[src/rtl/uart_pkg.sv]
// uart_pkg: shared UART baud default, receiver state encoding.
// Used by uart_rx and the existing transmitter.
package uart_pkg;

  localparam int CLKS_PER_BIT_DEF = 868;
  localparam int FIFO_DEPTH_DEF   = 4;

  typedef enum logic [2:0] {
    IDLE,
    START,
    DATA,
    STOP,
    WAIT_IDLE
  } rx_state_t;

endpackage

[src/rtl/uart_rx_if.sv]
// uart_rx_if: core-side load port of the receiver.
// Pop/clear requests in; head byte, valid and sticky flags out.
interface uart_rx_if;

  logic       rd_en;
  logic       err_clr;
  logic [7:0] rd_data;
  logic       valid;
  logic       frame_err;
  logic       overrun;

  modport master (
    output rd_en,
    output err_clr,
    input  rd_data,
    input  valid,
    input  frame_err,
    input  overrun
  );

  modport slave (
    input  rd_en,
    input  err_clr,
    output rd_data,
    output valid,
    output frame_err,
    output overrun
  );

endinterface

[src/rtl/uart_rx_fifo.sv]
// uart_rx_fifo: synchronous FWFT FIFO, dout reads 0 when empty.
// Ports: CLK, RSTN, push/din, pop/dout, empty, full.
module uart_rx_fifo #(
  parameter int WIDTH = 8,
  parameter int DEPTH = 4
) (
  input  logic             CLK,
  input  logic             RSTN,
  input  logic             push,
  input  logic [WIDTH-1:0] din,
  input  logic             pop,
  output logic [WIDTH-1:0] dout,
  output logic             empty,
  output logic             full
);

  localparam int AW = $clog2(DEPTH);

  logic [WIDTH-1:0] mem [DEPTH];
  logic [AW:0]      wptr;
  logic [AW:0]      rptr;
  logic             rd;
  logic             wr;

  assign empty = (wptr == rptr);
  assign full  = (wptr[AW] != rptr[AW]) &&
                 (wptr[AW-1:0] == rptr[AW-1:0]);

  // A full FIFO still accepts a write when the head leaves this cycle.
  assign rd = pop && !empty;
  assign wr = push && (!full || rd);

  assign dout = empty ? '0 : mem[rptr[AW-1:0]];

  always_ff @(posedge CLK or negedge RSTN) begin
    if (!RSTN) begin
      wptr <= '0;
      rptr <= '0;
    end else begin
      if (wr) wptr <= wptr + 1'b1;
      if (rd) rptr <= rptr + 1'b1;
    end
  end

  always_ff @(posedge CLK) begin
    if (wr) mem[wptr[AW-1:0]] <= din;
  end

endmodule

[src/rtl/uart_rx.sv]
// uart_rx: 8N1 receiver with synchronizer, FIFO and sticky errors.
// Ports: CLK, RSTN, rx line; bus (rd_en, err_clr, rd_data, valid, flags).
module uart_rx
  import uart_pkg::*;
#(
  parameter int CLKS_PER_BIT = CLKS_PER_BIT_DEF,
  parameter int FIFO_DEPTH   = FIFO_DEPTH_DEF
) (
  input  logic     CLK,
  input  logic     RSTN,
  input  logic     rx,
  uart_rx_if.slave bus
);

  localparam int CW = $clog2(CLKS_PER_BIT);
  localparam logic [CW-1:0] HALF = CW'(CLKS_PER_BIT / 2 - 1);
  localparam logic [CW-1:0] LAST = CW'(CLKS_PER_BIT - 1);

  logic      rx_meta;
  logic      rxs;
  rx_state_t state, state_n;
  logic [CW-1:0] cnt, cnt_n;
  logic [2:0]    idx, idx_n;
  logic [7:0]    shreg, shreg_n;
  logic          push;
  logic          ferr_set;
  logic          ovr_set;
  logic          empty;
  logic          full;
  logic          bit_end;

  always_ff @(posedge CLK or negedge RSTN) begin
    if (!RSTN) begin
      rx_meta <= 1'b1;
      rxs     <= 1'b1;
    end else begin
      rx_meta <= rx;
      rxs     <= rx_meta;
    end
  end

  always_ff @(posedge CLK or negedge RSTN) begin
    if (!RSTN) begin
      state <= IDLE;
      cnt   <= '0;
      idx   <= '0;
      shreg <= '0;
    end else begin
      state <= state_n;
      cnt   <= cnt_n;
      idx   <= idx_n;
      shreg <= shreg_n;
    end
  end

  assign bit_end = (cnt == LAST);

  always_comb begin
    state_n  = state;
    cnt_n    = cnt;
    idx_n    = idx;
    shreg_n  = shreg;
    push     = 1'b0;
    ferr_set = 1'b0;
    unique case (state)
      IDLE: begin
        if (!rxs) begin
          state_n = START;
          cnt_n   = '0;
        end
      end
      START: begin
        if (cnt == HALF) begin
          cnt_n = '0;
          if (rxs) begin
            state_n = IDLE;
          end else begin
            state_n = DATA;
            idx_n   = '0;
          end
        end else begin
          cnt_n = cnt + CW'(1);
        end
      end
      DATA: begin
        if (bit_end) begin
          cnt_n        = '0;
          shreg_n[idx] = rxs;
          if (idx == 3'd7) state_n = STOP;
          else idx_n = idx + 3'd1;
        end else begin
          cnt_n = cnt + CW'(1);
        end
      end
      STOP: begin
        if (bit_end) begin
          cnt_n = '0;
          if (rxs) begin
            push    = 1'b1;
            state_n = IDLE;
          end else begin
            ferr_set = 1'b1;
            state_n  = WAIT_IDLE;
          end
        end else begin
          cnt_n = cnt + CW'(1);
        end
      end
      WAIT_IDLE: begin
        if (rxs) state_n = IDLE;
      end
      default: state_n = IDLE;
    endcase
  end

  // A simultaneous pop frees the slot, so only a pop-less push overruns.
  assign ovr_set = push && full && !(bus.rd_en && !empty);

  always_ff @(posedge CLK or negedge RSTN) begin
    if (!RSTN) begin
      bus.frame_err <= 1'b0;
      bus.overrun   <= 1'b0;
    end else begin
      if (ferr_set)         bus.frame_err <= 1'b1;
      else if (bus.err_clr) bus.frame_err <= 1'b0;
      if (ovr_set)          bus.overrun <= 1'b1;
      else if (bus.err_clr) bus.overrun <= 1'b0;
    end
  end

  uart_rx_fifo #(
    .WIDTH(8),
    .DEPTH(FIFO_DEPTH)
  ) u_fifo (
    .CLK  (CLK),
    .RSTN (RSTN),
    .push (push),
    .din  (shreg),
    .pop  (bus.rd_en),
    .dout (bus.rd_data),
    .empty(empty),
    .full (full)
  );

  assign bus.valid = !empty;

endmodule

[src/flat_wrapper.sv]
// flat-port wrapper written by rule: the top's interface ports become plain ports
module uart_rx_flat import uart_pkg::*;
#(
  parameter int CLKS_PER_BIT = CLKS_PER_BIT_DEF,
  parameter int FIFO_DEPTH   = FIFO_DEPTH_DEF
)
  (CLK, RSTN, rx, bus_rd_en, bus_err_clr, bus_rd_data, bus_valid, bus_frame_err, bus_overrun);
  uart_rx_if bus_i ();
  input  logic CLK;
  input  logic RSTN;
  input  logic rx;
  input wire logic [$bits(bus_i.rd_en)-1:0] bus_rd_en;
  input wire logic [$bits(bus_i.err_clr)-1:0] bus_err_clr;
  output wire logic [$bits(bus_i.rd_data)-1:0] bus_rd_data;
  output wire logic [$bits(bus_i.valid)-1:0] bus_valid;
  output wire logic [$bits(bus_i.frame_err)-1:0] bus_frame_err;
  output wire logic [$bits(bus_i.overrun)-1:0] bus_overrun;
  assign bus_i.rd_en = bus_rd_en;
  assign bus_i.err_clr = bus_err_clr;
  assign bus_rd_data = bus_i.rd_data;
  assign bus_valid = bus_i.valid;
  assign bus_frame_err = bus_i.frame_err;
  assign bus_overrun = bus_i.overrun;
  uart_rx #(.CLKS_PER_BIT(CLKS_PER_BIT), .FIFO_DEPTH(FIFO_DEPTH)) u_core (.CLK(CLK), .RSTN(RSTN), .rx(rx), .bus(bus_i));
endmodule
[config.mk]
export PLATFORM = sky130hd
export DESIGN_NAME = uart_rx_flat
export DESIGN_NICKNAME = d
export VERILOG_FILES = /design/src/rtl/uart_pkg.sv /design/src/rtl/uart_rx_if.sv /design/src/rtl/uart_rx_fifo.sv /design/src/rtl/uart_rx.sv /design/src/flat_wrapper.sv
export SDC_FILE = /design/constraint.sdc
export NUM_CORES = 1
export LEC_CHECK = 0
export BUFFER_PORTS_ARGS = -buffer_cell sky130_fd_sc_hd__clkbuf_2
export CORE_UTILIZATION = 49
export CTS_CLUSTER_SIZE = 12
export DETAILED_ROUTE_END_ITERATION = 12
export GPL_TIMING_DRIVEN = 1
export PLACE_DENSITY_LB_ADDON = 0.12
export REMOVE_ABC_BUFFERS = 1
export SYNTH_ARGS = -nofsm -noshare
export SYNTH_HDL_FRONTEND = slang
export SYNTH_SLANG_ARGS = --single-unit
[constraint.sdc]
create_clock -name CLK -period 2.6 [get_ports CLK]
set_input_delay 0.52 -clock CLK [delete_from_list [all_inputs] [get_ports CLK]]
set_output_delay 0.52 -clock CLK [all_outputs]
set_load 0.005 [all_outputs]
==> flow_summary.yaml, run 1 <==
outcome:
  status: "finished, final reports clean"
floorplan:
  io_pins: 16
  dieWidth_um: 81.95
  die_y_um: 81.95
  start_util_pct: 51.97
  core_area_um2: 6026
  die_area_um2: 6715
  row_count: 28
finish:
  multi_input_area_um2: 1247
  layout-drive-gt1-share_pct: 21.51
  antenna_cells: 0
  seq_area_um2: 1814
  nFillCells: 497
  layout.nets: 274
  utilization_pct: 58.20
  syn_to_final_growth_pct: 11.99
  fin_area_um2: 3507
  finalNonFillerCells: 340
setup_path:
  endpoint: "bus_rd_data[6]"
  cp_max_fo: 11
  critical_path_class: "reg2out"
  critPathArrivalTime_ns: 1.83
  worst-endpoint-required_ns: 2.08
  ff2ff_setup_slack_ns: 0.37
  r2r_cells: 4
  timing.rr.end: "u_core.u_fifo.mem[0][2]"
  rr_startpoint: "u_core.cnt[1]"
  crit_start: "u_core.u_fifo.rptr[1]"
  cp-end-kind: "output pin"
  startpoint_type: "register"
timing:
  worstMarginPinSlew_ns: 0.8627
  setup_viol: 0
  rsz0062_at_grt: "false"
  skew_ns: 0.01224
  relSlewSlack_pct: 42.49
  finalCritPeriodShare_pct: 90.48
  min_period_ns: 2.352
  fin_setup_tns_ns: 0
  finalMaxSlewViolations: 0
  hold_viol: 0
  timing.fmax_mhz: 425.1
flow_run:
  max_cap_violations: 0
grt:
  grt.overflow.total: 0
  antenna_found_initial: 0
  grt_use_total_pct: 19.71
  grt_pass1_vias: 1907
  grt_pass1_wl_um: 9501
  grt_start_max_net_pins: 35
power_and_ir_drop:
  cellPowerDensity_nw_per_um2: 666.2
  irDropWorstVdd_mv: 0.5148
  p_leak_nw: 1.525
place:
  portBuffers: 15
  gp_congestion: 0.8642
  place_inst: 324
  dpl_cell_area_um2: 3291
  dp_hpwl_um: 4009
cts:
  cts_tree: "built"
  holdBufCountCts: 0
  cts_buffers: 9
  clock_sinks: 66
  cts_htree_levels: 3
  clkLatencyLatePin_ns: 0.34
  cts-root-buf: "clkbuf_8"
  clk_path_buf_depth: 2
  path_clk_slew_ns: 0.07
  post_cts_resized: 0
  post_cts_buffers: 0
route:
  vias: 1941
  wl_met3_um: 168
  first_iter_violations: 112
  wl_um: 5732
  first_pass_iters: 4
  drt-met1-wl_um: 2603
  drc_errors: 0
  ant_nets: 0
  viasPerCell: 5.709
  wl_per_cell_um: 16.86
  dr_wl_met2_um: 2799
  maxUsedRoutingLayer: "met4"
logic_synthesis:
  netlist.area_leader.share_pct: 30.68
  synth_xor_area_share_pct: 1.958
  ys_top_cells_by_area: "edfxtp_1 (31%), dfrtp_1 (26%), mux4_2 (5.8%)"
  synthSimpleGateAreaFrac_pct: 17.18
  yosysTopAreaCell: "edfxtp_1"
  synth_area_um2: 3132
  avgSynthCellArea_um2: 13.10
  synth-compound-area-share_pct: 6.752
  seq_area_frac_synth_pct: 57.93
  synthAdderAreaFrac_pct: 3.596
  synth_edf_count: 32
  synth_top_family_by_area: "simple AND/OR/NAND/NOR gates"
  muxShareOfSynthArea_pct: 10.35
  synth_async_sr_flop_share_pct: 51.52
  yosysWarnings: 0
  syn_inst: 239
  yosys_most_used_dff: "edfxtp_1"
  yosysUniqueCellTypes: 50
  synth-seq-cells: 66
hold_path:
  hold_class: "in2reg"
-- critical path: stages, from the launching register on --
cell,delay (ns)
dfrtp_1,0.63
xnor2_1,0.20
nand3b_1,0.30
and2_1,0.25
clkbuf_2,0.11
-- registers in the layout, summed over array words and instances (netlist names) --
register,cells
u_core.u_fifo.wptr,3
u_core.u_fifo.mem,32
u_core.u_fifo.rptr,3
u_core.bus.overrun,1
u_core.rx_meta,1
u_core.shreg,8
u_core.cnt,10
u_core.idx,3
u_core.bus.frame_err,1
u_core.rxs,1
u_core.state,3
-- power breakdown --
part	internal [mW]	total, mW	switching, mW
Combinational	0.114	0.225	0.112
Clock	0.538	0.950	0.412
Sequential	1.11	1.16	0.0467
-- metrics by stage --
stage / setup WS, ns / hold slack (ns) / total power, mW
after floorplan: 0.6491 / 0.2244 / 1.335
after global placement: 0.4076 / 0.3453 / 1.410
after detailed placement: 0.3688 / 0.3500 / 1.417
after CTS: 0.1700 / 0.2446 / 2.361
after global routing: 0.04801 / 0.2444 / 2.431
final: 0.2476 / 0.2595 / 2.336
-- per-layer routing --
metal  global-route usage (%)  up-vias
met5                        0        -
met4                    9.825        0
met3                    4.667       15
met2                    31.40       34
met1                    25.07      943
li1                         -      949
-- worst min path at each step --
stage / startpoint / end / slack (ns) / depth (start not counted)
after CTS: rx / u_core.rx_meta / 0.24 / 1
after detailed placement: u_core.rx_meta / u_core.rxs / 0.35 / 0
after global placement: u_core.rx_meta / u_core.rxs / 0.35 / 0
after global routing: rx / u_core.rx_meta / 0.24 / 1
final: rx / u_core.rx_meta / 0.26 / 1
after floorplan: RSTN / u_core.bus.frame_err / 0.22 / 0
-- synthesized netlist by cell type, types with 6 or more instances --
| library cell | n |
|---|---|
| inv_1 | 8 |
| edfxtp_1 | 32 |
| nor4_1 | 7 |
| and2_1 | 10 |
| ha_1 | 9 |
| dfrtp_1 | 32 |
| mux4_2 | 8 |
| o21ai_0 | 11 |
| mux2_2 | 6 |
| o211ai_1 | 8 |
| nand3_1 | 6 |
| nand4_1 | 6 |
| nor2_1 | 8 |
| nand2_1 | 19 |
-- layout make-up --
type	instances	area share (%)
clock buffer	9	3.532
sequential	66	51.73
clock inverter	7	2.640
tap	75	2.676
multi-input combinational	156	35.57
timing repair buffer	19	2.997
inverter	8	0.8562
-- cells by family (layout without fill, tap and decap cells) --
kind of cell / count (synthesis) / after routing
simple gates: 88 / 88
xor+xnor: 7 / 7
flops: 66 / 66
fa+ha+maj: 9 / 9
buf+inv: 17 / 43
mux: 21 / 21
compound gates: 31 / 31
-- cell usage in the layout, fill, tap and decap left out, types with 4 or more instances in the layout --
cell | Yosys | layout
nand3_1 | 6 | 6
buf_4 | 0 | 4
and3_1 | 4 | 4
dfrtp_1 | 32 | 32
mux2_2 | 6 | 6
o211ai_1 | 8 | 8
edfxtp_1 | 32 | 32
clkbuf_2 | 0 | 15
nor2_1 | 8 | 8
o21ai_0 | 11 | 11
nor3_1 | 4 | 4
nor4_1 | 7 | 7
nand2_1 | 19 | 19
mux2_1 | 5 | 5
clkbuf_8 | 0 | 9
inv_1 | 8 | 8
xnor2_1 | 5 | 5
and2_1 | 10 | 10
mux4_2 | 8 | 8
nand4_1 | 6 | 6
ha_1 | 9 | 9
(Power assumes the default switching activity.)
==> inputs of run 2 (changes only) <==
- CORE_UTILIZATION: 49 -> 60
==> run 2 against run 1 <==
Compared with the run above:
- core utilization grew 13 points
- critical endpoint is now bus_rd_data[1]
- sequential share of layout area rose by 0.50 points
- clock skew is 0.0079 ns lower
- sequential power is essentially flat
- via count is 0.77% lower
- critical path type unchanged
- highest routed layer unchanged
- final cell count shrank 2.1%
- critical path depth did not move
- wire length decreased by 5.1%
==> flow_summary.yaml, run 2 (same netlist as run 1, synthesis figures left out) <==
outcome:
  status: "finished, final reports clean"
finish:
  layout.nets: 275
  antenna_cells: 0
  most-common-layout-cells: "dfrtp_1 (32), edfxtp_1 (32), nand2_1 (19)"
  largest_reg_flops: 32
  syn_to_final_growth_pct: 10.91
  layout-drive-gt1-share_pct: 21.05
cts:
  cts-root-buf: "clkbuf_8"
  clock_sinks: 66
  clk_path_buf_depth: 2
  cts_htree_levels: 3
  path_clk_slew_ns: 0.07
  clkLatencyLatePin_ns: 0.33
  post_cts_resized: 0
  cts_tree: "built"
  cts_buffers: 9
  holdBufCountCts: 0
  post_cts_buffers: 0
floorplan:
  die_area_um2: 5512
  dieWidth_um: 74.25
  die_y_um: 74.25
  io_pins: 16
  row_count: 25
  start_util_pct: 64.18
  core_area_um2: 4880
setup_path:
  cpMaxStageDelayCell: "dfrtp_1"
  cp_cell_sequence: "xnor2_1 -> nand3b_1 -> and2_1 -> clkbuf_2"
  rr_startpoint: "u_core.cnt[0]"
  worst-endpoint-required_ns: 2.08
  worst-path-buf-inv: 1
  critical_path_class: "reg2out"
  cp_max_fo: 11
  startpoint_type: "register"
  ff2ff_setup_slack_ns: 0.36
  critPathArrivalTime_ns: 1.88
  crit_start: "u_core.u_fifo.rptr[1]"
  cpPeakStageDelay_ns: 0.55
  cp-end-kind: "output pin"
  path_delay_family: "simple AND/OR/NAND/NOR gates"
grt:
  grt_start_max_net_pins: 35
  grt_pass1_wl_um: 9039
  antenna_found_initial: 0
  grt_pass1_vias: 1924
  grt.overflow.total: 0
  grt_use_total_pct: 23.10
timing:
  relSlewSlack_pct: 44.36
  worstMarginPinSlew_ns: 0.8346
  fin_setup_tns_ns: 0
  finalMaxSlewViolations: 0
  hold_viol: 0
  min_period_ns: 2.401
  timing.fmax_mhz: 416.6
  rsz0062_at_grt: "false"
  skew_ns: 0.004337
  setup_viol: 0
  finalCritPeriodShare_pct: 92.33
  fin_hold_ws_ns: 0.2610
route:
  first_pass_iters: 4
  wl_um: 5438
  viasPerCell: 5.784
  wl_per_cell_um: 16.33
  ant_nets: 0
  drc_errors: 0
  vias: 1926
  first_iter_violations: 111
place:
  gp_congestion: 0.7794
  dp_hpwl_um: 3824
  portBuffers: 15
flow_run:
  max_cap_violations: 0
hold_path:
  hold_path_startpoint: "rx"
  hold_class: "in2reg"
power_and_ir_drop:
  cellPowerDensity_nw_per_um2: 634.2
  irDropWorstVdd_mv: 0.4726
  p_leak_nw: 1.515
## run 2: power breakdown
part           total (mW)  internal [mW]  switching, mW
clock               0.811          0.435          0.377
combinational       0.233          0.114          0.119
sequential           1.16           1.11         0.0436
total                2.20           1.66          0.539
## run 2: through the flow
step	util [%]	area, um2	power [mW]	worst slack (ns)	instances
after floorplan	-	3092	1.335	0.6491	230
after global placement	67.38	3288	1.410	0.4397	317
after detailed placement	67.38	3288	1.422	0.3479	317
after CTS	71.18	3473	2.227	0.1338	333
after global routing	71.18	3473	2.300	0.009504	333
final	71.18	3473	2.203	0.1994	333
## run 2: per-layer routing
metal,global-route usage (%),share of wire (%),wire length [um],up-vias
li1,-,-,-,954
met1,26.64,45,2437,930
met2,40.61,51,2763,33
met3,6.098,2.9,156,9
met4,10.27,1.5,80,0
met5,0,0,0,-
## run 2: cell type report
cell class | count | area (um2)
clock buffers | 10 | 127.6
clock inverters | 6 | 57.56
fillers | 353 | 1406
inverters | 8 | 30.03
multi-input cells | 156 | 1247
flip-flops and latches | 66 | 1814
well taps | 67 | 83.83
repair buffers | 20 | 112.6
## run 2: worst reg2reg max path: stages (launching register included)
cell and delay, ns:
dfrtp_1 0.42, ha_1 0.24, nand4b_1 0.29, nor4_4 0.44
and3_1 0.50
## run 2: path summary, 6_finish.rpt
kind,to,cells after the start
min in group asynchronous,u_core.cnt[9],1
worst min register to register,u_core.rxs,0
max in group asynchronous,u_core.idx[0],1
worst max-delay path,bus_rd_data[1],4
worst min-delay path,u_core.rx_meta,1
worst max register to register,u_core.u_fifo.mem[3][7],4
==> inputs of run 3 (changes only) <==
==> constraint.sdc (replaced) <==
create_clock -name CLK -period 2.6 [get_ports CLK]
set_input_delay 0.52 -clock CLK [delete_from_list [all_inputs] [get_ports CLK]]
set_output_delay 0.52 -clock CLK [all_outputs]
set_load 0.02 [all_outputs]
==> run 3 against run 2 <==
Compared with the run above:
- worst hold slack worse by 0.0089 ns
- clock power shrank 11%
- flip-flop and latch count did not move
- non-clock buffer count shrank 1
- fmax rose by 0.36%
- wire length barely moved
- worst setup slack gained 0.0086 ns
- critical path depth unchanged
- final cell count decreased by 0.30%
- register-to-register slack barely moved
- total power is 4.0% lower
==> flow_summary.yaml, run 3 (same netlist as run 1, synthesis figures left out) <==
setup_path:
  cp_max_fo: 11
  critPathArrivalTime_ns: 1.87
  cp-end-kind: "output pin"
  critical_path_class: "reg2out"
  worst-endpoint-required_ns: 2.08
  startpoint_type: "register"
place:
  portBuffers: 15
  gp_congestion: 0.7968
  dp_hpwl_um: 3731
cts:
  cts-root-buf: "clkbuf_8"
  clock_sinks: 66
  post_cts_buffers: 0
  path_clk_slew_ns: 0.07
  holdBufCountCts: 0
  clk_path_buf_depth: 2
  cts_htree_levels: 3
  cts_buffers: 9
  clkLatencyLatePin_ns: 0.34
  cts_tree: "built"
  post_cts_resized: 0
grt:
  grt_start_max_net_pins: 35
  grt_pass1_vias: 1902
  gr-usage-met1_pct: 29.52
  use_met3_pct: 8.943
  gr-max-usage-layer: "met2"
  grt.overflow.total: 0
  grt_pass1_wl_um: 9246
  use_met2_pct: 37.17
  grt_use_total_pct: 23.31
  antenna_found_initial: 0
floorplan:
  dieWidth_um: 74.25
  io_pins: 16
  start_util_pct: 64.18
  die_y_um: 74.25
  core_area_um2: 4880
  row_count: 25
  die_area_um2: 5512
timing:
  hold_viol: 0
  fin_hold_ws_ns: 0.2521
  finalMaxSlewViolations: 0
  setup_viol: 0
  timing.fmax_mhz: 418.1
  fin_setup_tns_ns: 0
  min_period_ns: 2.392
  rsz0062_at_grt: "false"
  skew_ns: 0.005476
  worstMarginPinSlew_ns: 0.8275
  relSlewSlack_pct: 44.83
  finalCritPeriodShare_pct: 92.00
power_and_ir_drop:
  p_total_mw: 2.115
  irDropWorstVdd_mv: 0.4120
  p_leak_nw: 1.495
  cellPowerDensity_nw_per_um2: 614.2
finish:
  nFillCells: 341
  most-common-layout-cells: "dfrtp_1 (32), edfxtp_1 (32), nand2_1 (19)"
  largest_reg_flops: 32
  layout.nets: 274
  antenna_cells: 0
  syn_to_final_growth_pct: 9.948
  layout-drive-gt1-share_pct: 20.75
outcome:
  status: "finished, final reports clean"
route:
  wl_per_cell_um: 16.39
  wl_um: 5443
  first_iter_violations: 145
  first_pass_iters: 4
  ant_nets: 0
  drc_errors: 0
  vias: 1950
  viasPerCell: 5.873
flow_run:
  max_cap_violations: 0
hold_path:
  hold_class: "in2reg"
-- run 3: cell count changes in the layout (fill, tap and decap cells not counted), sizes merged --
| cell | before | now |
|---|---|---|
| buf | 5 | 4 |
| bufinv | 1 | 0 |
| clkbuf | 25 | 26 |
| clkinv | 3 | 2 |
| clkinvlp | 2 | 3 |
-- run 3: stage by stage --
step	worst slack [ns]	utilization, %	cells	instance area (um2)
after global routing	0.01762	70.56	332	3443
after floorplan	0.5887	-	230	3092
after global placement	0.4168	67.23	316	3281
after detailed placement	0.3738	67.23	316	3281
after CTS	0.1258	70.56	332	3443
final	0.2080	70.56	332	3443
-- run 3: path summary, 6_finish.rpt --
| check | from | endpoint | slack (ns) | depth (start not counted) |
|---|---|---|---|---|
| setup reg to reg | u_core.cnt[0] | u_core.u_fifo.mem[3][7] | 0.35 | 4 |
| max in group asynchronous | RSTN | u_core.u_fifo.wptr[2] | 1.81 | 1 |
| setup / recovery | u_core.u_fifo.rptr[1] | bus_rd_data[6] | 0.21 | 4 |
| min in group asynchronous | RSTN | u_core.cnt[9] | 0.26 | 1 |
| hold / removal | rx | u_core.rx_meta | 0.25 | 1 |
| hold reg to reg | u_core.rx_meta | u_core.rxs | 0.36 | 0 |
-- run 3: power breakdown --
group	internal [mW]	total [mW]	switching, mW
clock	0.341	0.723	0.382
combinational	0.114	0.235	0.121
sequential	1.11	1.16	0.0420
-- run 3: area by class of cell --
type	instances	area (um2)	share of cell area, %
multi-input combinational	156	1247	36.23
inverter	8	30.03	0.8721
clock buffer	11	131.4	3.815
sequential	66	1814	52.69
timing repair buffer	19	105.1	3.052
clock inverter	5	31.28	0.9084
tap	67	83.83	2.435
-- run 3: critical path: stages, from the launching register on --
cell and delay (ns):
dfrtp_1 0.62, xnor2_1 0.20, nand3b_1 0.31, and2_1 0.26, clkbuf_2 0.15
-- run 3: routing by layer --
metal	wire [um]	up-vias
li1	-	951
met1	2509	955
met2	2669	36
met3	189	8
met4	75	0
met5	0	-
